[src/rtl/rf_dump_reader_if.sv]
// Beat stream from the register-file dump reader toward the display/debug link.
// Each accepted beat carries one register index and its captured value.
`timescale 1ns/1ps
interface rf_dump_reader_if #(
  parameter int ADDR_W = 5,
  parameter int DATA_W = 32
);
  logic              out_valid;
  logic              out_ready;
  logic [ADDR_W-1:0] out_addr;
  logic [DATA_W-1:0] out_data;
  logic              out_last;

  modport master (
    output out_valid,
    output out_addr,
    output out_data,
    output out_last,
    input  out_ready
  );

  modport slave (
    input  out_valid,
    input  out_addr,
    input  out_data,
    input  out_last,
    output out_ready
  );
endinterface

[src/rtl/rf_dump_reader.sv]
// Walks a (possibly wrapping) range of architectural registers through a dedicated
// read port and streams each captured {index, data} pair over a valid/ready link.
`timescale 1ns/1ps
module rf_dump_reader #(
  parameter int NREGS  = 32,
  parameter int ADDR_W = 5,
  parameter int DATA_W = 32
) (
  input  logic                clk,
  input  logic                rst_n,
  input  logic                start,
  input  logic                abort,
  input  logic [ADDR_W-1:0]   first_reg,
  input  logic [ADDR_W-1:0]   last_reg,
  output logic [ADDR_W-1:0]   rR,
  input  logic [DATA_W-1:0]   rD,
  output logic                busy,
  output logic                done,
  rf_dump_reader_if.master    ob
);

  typedef enum logic [1:0] {IDLE, READ, SEND, DONE} state_t;

  state_t            state_q;
  logic [ADDR_W-1:0] cur_q;
  logic [ADDR_W-1:0] cur_d;
  logic [ADDR_W-1:0] end_idx_q;
  logic              busy_q;
  logic              done_q;
  logic              out_valid_q;
  logic [ADDR_W-1:0] out_addr_q;
  logic [DATA_W-1:0] out_data_q;
  logic              out_last_q;

  // Index advance wraps at NREGS so first > last walks through NREGS-1 to 0.
  assign cur_d = ADDR_W'((int'(cur_q) + 1) % NREGS);

  always_ff @(posedge clk) begin
    if (!rst_n) begin
      state_q     <= IDLE;
      cur_q       <= '0;
      end_idx_q   <= '0;
      busy_q      <= 1'b0;
      done_q      <= 1'b0;
      out_valid_q <= 1'b0;
      out_addr_q  <= '0;
      out_data_q  <= '0;
      out_last_q  <= 1'b0;
    end else begin
      case (state_q)
        IDLE: begin
          if (start) begin
            cur_q     <= first_reg;
            end_idx_q <= last_reg;
            busy_q    <= 1'b1;
            state_q   <= READ;
          end
        end
        READ: begin
          if (abort) begin
            busy_q  <= 1'b0;
            state_q <= IDLE;
          end else begin
            // Snapshot: later writes to this register do not touch the offered beat.
            out_data_q  <= rD;
            out_addr_q  <= cur_q;
            out_last_q  <= (cur_q == end_idx_q);
            out_valid_q <= 1'b1;
            state_q     <= SEND;
          end
        end
        SEND: begin
          // Abort takes priority over a handshake on the same edge.
          if (abort) begin
            out_valid_q <= 1'b0;
            busy_q      <= 1'b0;
            state_q     <= IDLE;
          end else if (out_valid_q && ob.out_ready) begin
            out_valid_q <= 1'b0;
            if (out_last_q) begin
              done_q  <= 1'b1;
              state_q <= DONE;
            end else begin
              cur_q   <= cur_d;
              state_q <= READ;
            end
          end
        end
        DONE: begin
          done_q  <= 1'b0;
          busy_q  <= 1'b0;
          state_q <= IDLE;
        end
        default: begin
          out_valid_q <= 1'b0;
          done_q      <= 1'b0;
          busy_q      <= 1'b0;
          state_q     <= IDLE;
        end
      endcase
    end
  end

  assign rR           = cur_q;
  assign busy         = busy_q;
  assign done         = done_q;
  assign ob.out_valid = out_valid_q;
  assign ob.out_addr  = out_addr_q;
  assign ob.out_data  = out_data_q;
  assign ob.out_last  = out_last_q;

endmodule

[src/flat_wrapper.sv]
// flat-port wrapper written by rule: the top's interface ports become plain ports
module rf_dump_reader_flat 
#(
  parameter int NREGS  = 32,
  parameter int ADDR_W = 5,
  parameter int DATA_W = 32
)
  (clk, rst_n, start, abort, first_reg, last_reg, rR, rD, busy, done, ob_out_valid, ob_out_addr, ob_out_data, ob_out_last, ob_out_ready);
  rf_dump_reader_if #(.ADDR_W(ADDR_W), .DATA_W(DATA_W)) ob_i ();
  input  logic clk;
  input  logic rst_n;
  input  logic start;
  input  logic abort;
  input  logic [ADDR_W-1:0] first_reg;
  input  logic [ADDR_W-1:0] last_reg;
  output logic [ADDR_W-1:0] rR;
  input  logic [DATA_W-1:0] rD;
  output logic busy;
  output logic done;
  output wire logic [$bits(ob_i.out_valid)-1:0] ob_out_valid;
  output wire logic [$bits(ob_i.out_addr)-1:0] ob_out_addr;
  output wire logic [$bits(ob_i.out_data)-1:0] ob_out_data;
  output wire logic [$bits(ob_i.out_last)-1:0] ob_out_last;
  input wire logic [$bits(ob_i.out_ready)-1:0] ob_out_ready;
  assign ob_out_valid = ob_i.out_valid;
  assign ob_out_addr = ob_i.out_addr;
  assign ob_out_data = ob_i.out_data;
  assign ob_out_last = ob_i.out_last;
  assign ob_i.out_ready = ob_out_ready;
  rf_dump_reader #(.NREGS(NREGS), .ADDR_W(ADDR_W), .DATA_W(DATA_W)) u_core (.clk(clk), .rst_n(rst_n), .start(start), .abort(abort), .first_reg(first_reg), .last_reg(last_reg), .rR(rR), .rD(rD), .busy(busy), .done(done), .ob(ob_i));
endmodule
[config.mk]
export PLATFORM = sky130hd
export DESIGN_NAME = rf_dump_reader_flat
export DESIGN_NICKNAME = d
export VERILOG_FILES = /design/src/rtl/rf_dump_reader_if.sv /design/src/rtl/rf_dump_reader.sv /design/src/flat_wrapper.sv
export SDC_FILE = /design/constraint.sdc
export NUM_CORES = 1
export LEC_CHECK = 0
export CAP_MARGIN = 30
export CORE_MARGIN = 2
export CORE_UTILIZATION = 60
export DETAILED_ROUTE_END_ITERATION = 8
export DONT_BUFFER_PORTS = 1
export PLACE_DENSITY = 0.76
export SETUP_SLACK_MARGIN = 0.4
export SKIP_CTS_REPAIR_TIMING = 1
export SLEW_MARGIN = 5
export SYNTH_ARGS = -nofsm -noshare
export SYNTH_HDL_FRONTEND = slang
export SYNTH_SLANG_ARGS = --single-unit
[constraint.sdc]
create_clock -name clk -period 2.3 [get_ports clk]
set_input_delay 0.23 -clock clk [delete_from_list [all_inputs] [get_ports clk]]
set_output_delay 0.23 -clock clk [all_outputs]
set_load 0.02 [all_outputs]
==> flow_summary.yaml, run 1 <==
detailed_routing:
  routed_via_density: 5.517
  highest_layer: "met4"
  ant_nets: 0
  dr_wl_met2_mm: 2.713
  drc: 0
  wl_per_cell_um: 15.07
  routed-wl-met3_um: 478
  met1_length_mm: 2.003
  first_pass_iters: 4
  drt_iter0_markers: 205
  vias: 1931
  drt_wl_total_mm: 5.275
grt:
  grt_max_degree: 38
  grt_pass1_wl_mm: 7.445
  grt_overflow: 0
  antenna_found_initial: 0
  grtUsageTotal: 0.2305
  grt_pass1_vias: 1648
cells_and_area:
  layout.nets: 357
  layout_commonest_cell: "nand2_1"
  synthToLayoutAreaGrowth_pct: 22.47
  drive_gt1_frac: 0.06908
  post-route-util: 0.7788
  n_fill_cell: 254
  final_cell_mix: "nand2_1 (86), a21oi_1 (55), dfxtp_1 (53)"
  antennaDiodeCount: 0
sta:
  period_share: 0.7689
  skew_ns: 0.01125
  fmax_mhz: 565.5
  period_minus_slack_ns: 1.768
  fin_setup_tns_ns: 0
  drv_slew: 0
  fin_hold_ws_ns: -0.01331
  tightest_slew_ns: 0.5156
  setup_violations: 0
  rsz0062_at_grt: "no"
  relSlewSlack: 0.6542
  finalHoldViolCount: 5
  setup_ws_ns: 0.5316
job:
  maxCapViolCount: 0
synth:
  synth_nets: 326
  synth_seq_cells: 53
  synth_area_per_cell_um2: 7.986
  synth_cell_types: 30
  netlist_instances: 272
  yosysSeqAreaShare: 0.4885
  syn_area_um2: 2172
  ys_warn_count: 0
setup_path:
  critPathArrivalTime_ns: 2.08
  end_kind: "flop"
  reg2reg_depth: 6
  max_stage_delay_ns: 0.49
  rrSetupSlack_ns: 0.53
  critical_path_required_ns: 2.61
  crit_chain: "inv_1 > ha_2 > nor2b_1 > a21boi_1 > or4_1 > a21oi_1"
  critPathLaunchType: "flop"
  path_max_fanout: 11
  r2r_start: "u_core.state_q[0]"
  reg2reg_to: "u_core.state_q[1]"
  crit_type: "flop to flop"
  critical-path-slowest-cell: "or4_1"
clock_tree:
  ctsHtreeMaxLevel: 2
  cts-root-buf: "clkbuf_4"
  clk_latency_ns: 0.37
  cts_tree: "done"
  clock_path_buffers: 2
  clkTransAtPathRegs_ns: 0.14
  cts.sinks: 53
  numCtsBuffers: 5
floorplanning:
  start_util: 0.6359
  fp.dieW_um: 64.17
  io_pins: 93
  coreArea_um2: 3416
  dieArea_um2: 4117
  fp.dieH_um: 64.17
  fp-row-count: 21
run_status:
  violations: "negative hold slack"
  run_status: "finished with violations"
min_path:
  hold_start: "rD[26]"
  min_to: "u_core.ob.out_data[26]"
  min_path_type: "primary input to flop"
  hold_path_depth: 2
pwr:
  p_total_mw: 1.857
  max-vdd-ir-drop_mv: 0.5749
  leakagePower_nw: 0.9415
  power.density_nw_per_um2: 697.9
place:
  gp_congestion: 0.7880
  place_ws_ns: 0.4513
  dp_hpwl_mm: 3.277
  io_buffers: 0
worst max path at each step:
stage | from | end | slack (ns) | cells after the start
after floorplan | u_core.state_q[0] | u_core.rR[0] | 0.66 | 7
after global placement | u_core.state_q[0] | u_core.state_q[1] | 0.51 | 6
after detailed placement | u_core.state_q[0] | u_core.rR[0] | 0.45 | 6
after CTS | u_core.state_q[0] | u_core.rR[1] | 0.43 | 6
after global routing | u_core.state_q[0] | u_core.state_q[1] | 0.44 | 6
final | u_core.state_q[0] | u_core.state_q[1] | 0.53 | 6
logic make-up (layout without fill, tap and decap cells):
group | after synthesis | in the layout | synth area share
and+or+nand+nor | 114 | 114 | 0.2189
DFF | 53 | 53 | 0.4885
AOI/OAI and AO/OA | 68 | 68 | 0.1757
adders and majority gates | 7 | 7 | 0.04032
xor gates and xnor gates | 5 | 5 | 0.02016
buffers and inverters | 22 | 54 | 0.04205
muxes | 3 | 3 | 0.01440
routing by layer:
layer / track usage / vias to the layer above
met1: 0.2542 / 868
met2: 0.3854 / 85
met4: 0.1011 / 0
li1: - / 970
met3: 0.09859 / 8
met5: 0 / -
area by class of cell:
class	count	area, um2	share of cell area
timing repair buffer	39	390.4	0.1468
tap	46	57.56	0.02164
multi-input combinational	197	1045	0.3928
clock inverter	2	38.79	0.01458
sequential	53	1061	0.3989
clock buffer	6	41.29	0.01552
inverter	7	26.28	0.009878
cell usage after synthesis:
cell,instances,area [um2]
nor2_1,5,18.77
dfxtp_1,53,1061
clkbuf_1,7,26.28
o221a_2,1,11.26
o2bb2ai_2,1,15.01
and4bb_2,1,12.51
nand3_1,8,40.04
o22ai_1,1,6.260
mux2i_1,2,20.02
nand4_1,1,6.260
o21ai_0,2,10.01
inv_1,6,22.52
nand2b_1,2,12.51
or4_1,1,7.510
a31oi_1,1,6.260
nand2_1,87,326.6
xor2_1,2,17.52
xnor2_1,3,26.28
or3_1,1,6.260
ha_1,7,87.58
clkinv_1,1,3.750
nor3_1,4,20.02
o32ai_1,4,35.03
a22oi_1,2,15.01
buf_2,7,35.03
a21boi_1,1,7.510
mux2_2,1,11.26
buf_1,1,3.750
nor2b_1,4,25.02
a21oi_1,55,275.3
worst max-delay path: cells and delay by family, from the launching register on:
kind                     cells  cell delay [ns]
AO/OA/AOI/OAI                2             0.28
adder cells (fa/ha/maj)      1             0.27
flip-flops                   1             0.40
buffers and inverters        1             0.11
AND/OR/NAND/NOR              2             0.66
flip-flops by register name, summed over array words and instances (netlist names):
| signal | flops |
|---|---|
| u_core.busy | 1 |
| u_core.done | 1 |
| u_core.end_idx_q | 5 |
| u_core.ob.out_addr | 5 |
| u_core.ob.out_data | 32 |
| u_core.ob.out_last | 1 |
| u_core.ob.out_valid | 1 |
| u_core.rR | 5 |
| u_core.state_q | 2 |
power by group:
part | total [mW] | switching (mW) | internal (mW)
sequential | 1.08 | 0.106 | 0.973
combinational | 0.263 | 0.135 | 0.128
clock | 0.515 | 0.283 | 0.232
total | 1.86 | 0.524 | 1.33
metrics by stage:
stage               instances  instance area (um2)  hold slack [ns]
floorplan                 272                 2172           0.3660
global placement          308                 2217           0.3675
detailed placement        308                 2217           0.3724
CTS                       316                 2297         -0.05031
global route              350                 2660        -0.005360
finish                    350                 2660         -0.01331
Note: power is estimated with default switching activity, not from simulation.
==> run 2, diff against run 1 <==
CORE_UTILIZATION = 55   (was 60)
PLACE_DENSITY = 0.73   (was 0.76)
clock period = 1.43 ns   (was 2.3 ns; I/O delays follow)
==> flow_summary.yaml, run 2 (synthesis gave the netlist of run 1 again) <==
run_status:
  run_status: "finished with violations"
  violations: "negative hold slack, negative setup slack"
sta:
  setup_ws_ns: -0.1292
  relSlewSlack: 0.7200
  fmax_mhz: 641.4
  setup_violations: 5
  finalHoldViolCount: 2
  tightest_slew_ns: 0.4175
  period_minus_slack_ns: 1.559
  fin_hold_ws_ns: -0.02191
  skew_ns: 0.007563
  period_share: 1.090
  drv_slew: 0
  rsz0062_at_grt: "yes"
detailed_routing:
  wl_per_cell_um: 16.73
  vias: 2177
  first_pass_iters: 4
  drt_iter0_markers: 147
  drt_wl_total_mm: 6.407
  routed_via_density: 5.684
  drc: 0
  ant_nets: 0
cells_and_area:
  layout.nets: 389
  drive_gt1_frac: 0.2149
  post-route-cell-area_um2: 3119
  layout_commonest_cell: "nand2_1"
  instances_no_fill: 383
  synthToLayoutAreaGrowth_pct: 43.61
  largest_reg_flops: 32
  antennaDiodeCount: 0
  final_cell_mix: "nand2_1 (86), a21oi_1 (48), dfxtp_1 (45)"
clock_tree:
  cts.sinks: 53
  numCtsBuffers: 5
  ctsHtreeMaxLevel: 2
  cts_tree: "done"
  clk_latency_ns: 0.30
  clock_path_buffers: 2
  cts-root-buf: "clkbuf_8"
  clkTransAtPathRegs_ns: 0.10
place:
  gp_congestion: 0.8088
  dp_hpwl_mm: 3.660
  numPlacedInstances: 326
  post_dp_cell_area_um2: 2420
  io_buffers: 0
setup_path:
  critPathArrivalTime_ns: 1.79
  critPathLaunchType: "flop"
  critical_path_required_ns: 1.66
  end_kind: "flop"
  path_max_fanout: 10
  crit_type: "flop to flop"
min_path:
  min_path_type: "primary input to flop"
floorplanning:
  coreArea_um2: 3716
  dieArea_um2: 4468
  fp-row-count: 22
  fp.dieH_um: 66.84
  start_util: 0.5845
  fp.dieW_um: 66.84
  io_pins: 93
grt:
  grtUsageTotal: 0.2217
  grt_pass1_vias: 1581
  grt_overflow: 0
  grt_max_degree: 20
  grt_pass1_wl_mm: 7.507
  antenna_found_initial: 0
pwr:
  power.density_nw_per_um2: 1038
  max-vdd-ir-drop_mv: 0.9649
  leakagePower_nw: 1.161
job:
  maxCapViolCount: 0
==> run 2: cell types whose count changed in the layout (fill, tap and decap cells not counted), sizes merged <==
| cell | previous run | this run |
|---|---|---|
| buf | 5 | 31 |
| bufinv | 1 | 0 |
| clkinv | 2 | 1 |
| clkbuf | 6 | 7 |
| dlygate4sd3 | 34 | 39 |
| inv | 6 | 7 |
==> run 2: per-layer routing <==
metal,global-route usage,share of wire,vias to the layer above
met3,0.07264,0.067,12
met5,0,0,-
met4,0.05612,0.015,0
li1,-,-,1034
met1,0.2929,0.40,1037
met2,0.3488,0.52,94
==> run 2: critical path: stages (launching register included) <==
cell	delay [ns]
dfxtp_2	0.35
inv_4	0.09
ha_4	0.15
buf_6	0.16
nand2b_4	0.07
o2bb2ai_4	0.14
or3_1	0.36
a21oi_1	0.16
==> run 2: area by class of cell <==
type                    instances  area, um2
multi-input cells             197       1157
well taps                      48      60.06
inverters                       7      36.28
fillers                       228      596.8
flip-flops and latches         53       1074
repair buffers                 71      703.2
clock buffers                   6      82.58
clock inverters                 1      6.256
==> run 2: path summary, 6_finish.rpt <==
kind | startpoint | to | slack [ns] | cells after the start
setup / recovery | u_core.state_q[0] | u_core.rR[0] | -0.13 | 7
hold / removal | rst_n | u_core.rR[4] | -0.02 | 2
setup reg to reg | u_core.state_q[0] | u_core.rR[0] | -0.13 | 7
hold reg to reg | u_core.end_idx_q[4] | u_core.end_idx_q[4] | 0.47 | 2
==> run 2: stage by stage <==
step	setup WS [ns]	util	total power [mW]	setup TNS [ns]	hold slack [ns]
after floorplan	-0.05378	-	2.063	-0.1063	0.2790
after global placement	-0.02321	0.6512	2.180	-0.02321	0.2805
after detailed placement	-0.09099	0.6512	2.195	-0.1942	0.2868
after CTS	-0.09756	0.6751	3.033	-0.3721	-0.03865
after global routing	-0.1574	0.8394	3.380	-0.5703	0.001297
final	-0.1292	0.8394	3.238	-0.3142	-0.02191
==> run 2: where the power goes <==
part           total, mW  switching (mW)  leakage [nW]  internal, mW
Clock              0.863           0.477        0.0476         0.385
Combinational      0.674           0.328         0.678         0.346
Sequential          1.70           0.135         0.435          1.57
Total               3.24           0.940          1.16          2.30
